## src/rtl/call_stack_ctrl.sv

```systemverilog
// call_stack_ctrl: hardware return-address stack (LIFO) for the CPU.
// Call and return strobes push or pop PCs. The top of stack drives the PC mux
// combinationally. Full/empty are decoded from the stack pointer. Misuse raises
// sticky overflow/underflow flags.
module call_stack_ctrl #(
  parameter int DW    = 10,
  parameter int DEPTH = 16,
  parameter int AW    = 4
) (
  input  logic          clk,
  input  logic          reset,      // asynchronous, active-low
  input  logic          push,
  input  logic          pop,
  input  logic [DW-1:0] din,
  input  logic          clr_err,
  output logic [DW-1:0] dout,
  output logic [AW:0]   count,
  output logic          empty,
  output logic          full,
  output logic          overflow,
  output logic          underflow
);

  localparam logic [AW:0] SP_ONE  = (AW+1)'(1);
  localparam logic [AW:0] SP_FULL = (AW+1)'(DEPTH);

  // Return-address storage. It has no reset, and entries above sp are simply ignored.
  logic [DW-1:0] mem [DEPTH];

  logic [AW:0]   sp_reg, sp_next;
  logic          overflow_reg, overflow_next;
  logic          underflow_reg, underflow_next;
  logic          wr_en;
  logic [AW-1:0] wr_addr;
  logic [AW-1:0] top_addr;
  logic          ov_set, un_set;

  // When sp == DEPTH, the low AW bits are zero.
  // Subtracting one wraps to DEPTH-1, which is the correct top entry.
  assign top_addr = sp_reg[AW-1:0] - AW'(1);

  // Status and top-of-stack decode. This is purely combinational from sp and the array.
  always_comb begin
    empty = (sp_reg == '0);
    full  = (sp_reg == SP_FULL);
    dout  = empty ? '0 : mem[top_addr];
  end

  assign count     = sp_reg;
  assign overflow  = overflow_reg;
  assign underflow = underflow_reg;

  // Decode {push,pop} into a pointer update, an array write and error events.
  always_comb begin
    sp_next = sp_reg;
    wr_en   = 1'b0;
    wr_addr = sp_reg[AW-1:0];
    ov_set  = 1'b0;
    un_set  = 1'b0;
    case ({push, pop})
      2'b10: begin
        if (!full) begin
          wr_en   = 1'b1;
          sp_next = sp_reg + SP_ONE;
        end else begin
          ov_set = 1'b1;
        end
      end
      2'b01: begin
        if (!empty) sp_next = sp_reg - SP_ONE;
        else        un_set  = 1'b1;
      end
      2'b11: begin
        // A simultaneous call and return replaces the top entry in place.
        if (!empty) begin
          wr_en   = 1'b1;
          wr_addr = top_addr;
        end else begin
          un_set = 1'b1;
        end
      end
      default: ;
    endcase
    // A new error wins over a same-cycle clear.
    overflow_next  = ov_set | (overflow_reg  & ~clr_err);
    underflow_next = un_set | (underflow_reg & ~clr_err);
  end

  // Pointer and sticky error flags. Reset discards all entries immediately.
  always_ff @(posedge clk or negedge reset) begin
    if (!reset) begin
      sp_reg        <= '0;
      overflow_reg  <= 1'b0;
      underflow_reg <= 1'b0;
    end else begin
      sp_reg        <= sp_next;
      overflow_reg  <= overflow_next;
      underflow_reg <= underflow_next;
    end
  end

  // Per-entry write enables. The array contents are deliberately left unreset.
  for (genvar gi = 0; gi < DEPTH; gi++) begin : g_entry
    always_ff @(posedge clk) begin
      if (wr_en && (wr_addr == AW'(gi))) mem[gi] <= din;
    end
  end

endmodule

```

## config.mk

```make
export PLATFORM = sky130hd
export DESIGN_NAME = call_stack_ctrl
export DESIGN_NICKNAME = d
export VERILOG_FILES = /design/src/rtl/call_stack_ctrl.sv
export SDC_FILE = /design/constraint.sdc
export NUM_CORES = 1
export LEC_CHECK = 0
export ABC_AREA = 0
export CAP_MARGIN = 0
export CORE_MARGIN = 4
export CORE_UTILIZATION = 60
export DETAILED_ROUTE_END_ITERATION = 8
export PLACE_DENSITY = 0.86
export SLEW_MARGIN = 20
export SYNTH_ARGS = -nofsm -noshare
export SYNTH_HDL_FRONTEND = slang
export SYNTH_SLANG_ARGS = --single-unit
```

## constraint.sdc

```tcl
create_clock -name clk -period 4 [get_ports clk]
set_input_delay 0.4 -clock clk [delete_from_list [all_inputs] [get_ports clk]]
set_output_delay 0.4 -clock clk [all_outputs]
set_load 0.005 [all_outputs]
```

==> impl_metrics.toml <==
[critical_path]
critPathArrivalTime_ns = 3.41
worstPathMaxFanout = 13
r2r_cells = 8
cp.required_ns = 3.60
startpoint = "count[0]$_DFFE_PN0P_"
r2r_slack_ns = 0.62
start_kind = "register"
cp-endpoint = "dout[0]"
timing.rr.start = "count[0]$_DFFE_PN0P_"
cp-end-kind = "primary output"
criticalPathCategory = "register to primary output"
rr_endpoint = "mem[5][8]$_DFFE_PP_"

[layout]
nets = 436
syn_to_final_growth_pct = 17.0
drive_above_1_share_pct = 23.4
final_cell_mix = "edfxtp_1 (160), mux4_2 (38), clkdlybuf4s50_1 (33), buf_4 (21), clkbuf_16 (19)"
fin_cells = 568
largest_register_ffs = 160
layout_commonest_cell = "edfxtp_1"
num_antenna_cells = 0
top_register = "mem"

[grt]
grt_max_degree = 50
grtUsageTotal_pct = 25.0
grt_overflow = 0
grt_pass1_wl_um = 23900
antenna_found_initial = 0
grt_pass1_vias = 3978

[clock_tree]
clock-root-buffer = "clkbuf_16"
cts_buffer_depth = 2
cts_buffers = 17
ctsResizeCount = 0
hold_buffers = 0
postCtsSetupBuffers = 0
cts.sinks = 167
clk_latency_ns = 0.42
cts.clk_slew.worst_paths_ns = 0.06
cts_tree = "done"
htree_levels = 4

[pwr]
power_leakage_uw = 0.00270
p_switching_uw = 2160
swShare_pct = 32.7
pwr-share-seq_pct = 34.2
ir_drop_mv = 0.551
p_per_area_nw_per_um2 = 818
pwr-share-clk_pct = 24.3
p_int_uw = 4440
finalPower_uw = 6600
p_comb_share_pct = 41.5

[detailed_routing]
routed_wl_um = 15200
drc = 0
drt-initial-drc-count = 502
num_vias = 3836
wl_per_cell_um = 26.7
first_pass_iters = 5
vias_per_cell = 6.75
ant_nets = 0

[timing]
drv_slew = 0
grt_setup_unrepaired = "no"
finalClockSkew_ns = 0.00627
setup_viol = 0
clock.fmax_mhz = 263
slew_headroom_pct = 34.8
worst_pin_slew_ns = 0.972
worst_slack_ns = 0.191
fin_crit_sh_pct = 95.2
period_needed_ns = 3.81
hold_viol_final = 0
setup_tns_ns = 0
hold-worst-slack_ns = 0.242

[floorplanning]
coreArea_um2 = 11000
fp.dieH_um = 115
die_area_um2 = 13300
row_count = 38
dieWidth_um = 115
io_pins = 34
start_util_pct = 62.5

[synthesis]
ys_seq_area_share_pct = 72.2
ys_types = 48
synth_flop_cell = "edfxtp_1"
netlist_instances = 361
synth_edf_count = 160
avgSynthCellArea_um2 = 19.1
syn_nets = 382
netlist_area_um2 = 6890
ys_warn_count = 0
synth_seq_cells = 167
async_reset_ff_share_pct = 4.19

[placed_design]
hpwl_um = 9180
dp.cells = 536
port_buffers = 33
place_congestion = 0.827
dp_slack_ns = 0.702

[hold_path]
hp-class = "input pin to async pin"

[flow_run]
cap_viol_max_count = 0

[status]
status = "complete, no violations"
## worst min-delay path by stage
stage / from / to / slack [ns] / cells after the start
final: reset / count[1]$_DFFE_PN0P_ / 0.24 / 1
after CTS: reset / count[1]$_DFFE_PN0P_ / 0.24 / 1
after global placement: underflow$_DFF_PN0_ / underflow$_DFF_PN0_ / 0.52 / 2
after global routing: reset / underflow$_DFF_PN0_ / 0.25 / 1
after detailed placement: underflow$_DFF_PN0_ / underflow$_DFF_PN0_ / 0.55 / 2
after floorplan: reset / count[0]$_DFFE_PN0P_ / 0.10 / 0
## worst max-delay path, cell delays in order, from the launching register on
cell             delay (ns)
dfrtp_2                0.39
clkinv_1               0.27
ha_1                   0.71
buf_4                  0.32
nand2_1                0.14
or3_1                  0.38
a41oi_1                0.23
clkdlybuf4s50_1        0.53
## stage by stage
stage	utilization, %	cell area (um^2)
6_report	73.1	8060
5_1_grt	73.1	8060
4_1_cts	73.1	8060
3_5_place_dp	67.7	7460
3_3_place_gp	67.6	7460
2_1_floorplan	-	6890
## power by group through the flow
stage	sequential, uW	combinational (uW)	clock [uW]
6_report	2260	2740	1600
3_5_place_dp	2290	2680	0
3_3_place_gp	2270	2610	0
5_1_grt	2270	2910	1710
4_1_cts	2260	2730	1620
2_1_floorplan	2230	1730	0
## layout make-up
class	count	area [um^2]
clock inverter	7	52.6
inverter	7	26.3
clock buffer	25	548
timing repair buffer	54	488
fill	628	2970
tap	140	175
multi-input combinational	168	1790
sequential	167	4980
## synthesized netlist by cell type (all sizes together), types with 6 or more instances
cell type	instances	area share (%)
edfxtp	160	70
mux4	38	12
mux2i	17	2.5
a21oi	15	1.1
nor2	13	0.71
buf	11	1.0
a211oi	8	0.87
clkbuf	8	0.45
dfrtp	7	2.5
inv	6	0.33
nand2	6	0.36
## per-layer routing
layer  GRT usage, %  part of all wire (%)  vias to the layer above
li1               -                     -                     1594
met1           33.4                    37                     1952
met2           40.6                    52                      257
met3           7.21                   9.4                       33
met4           7.59                   1.7                        0
met5              0                     0                        -
## cell families after synthesis
kind of cell	count (synthesis)	synth area share (%)
DFF	167	72.2
muxes	57	15.2
and+or+nand+nor	52	4.21
AOI/OAI and AO/OA	48	4.57
buffers and inverters	26	1.83
adders and majority gates	6	1.20
xor gates and xnor gates	5	0.744
No activity file was read; power rests on OpenSTA's default activity.
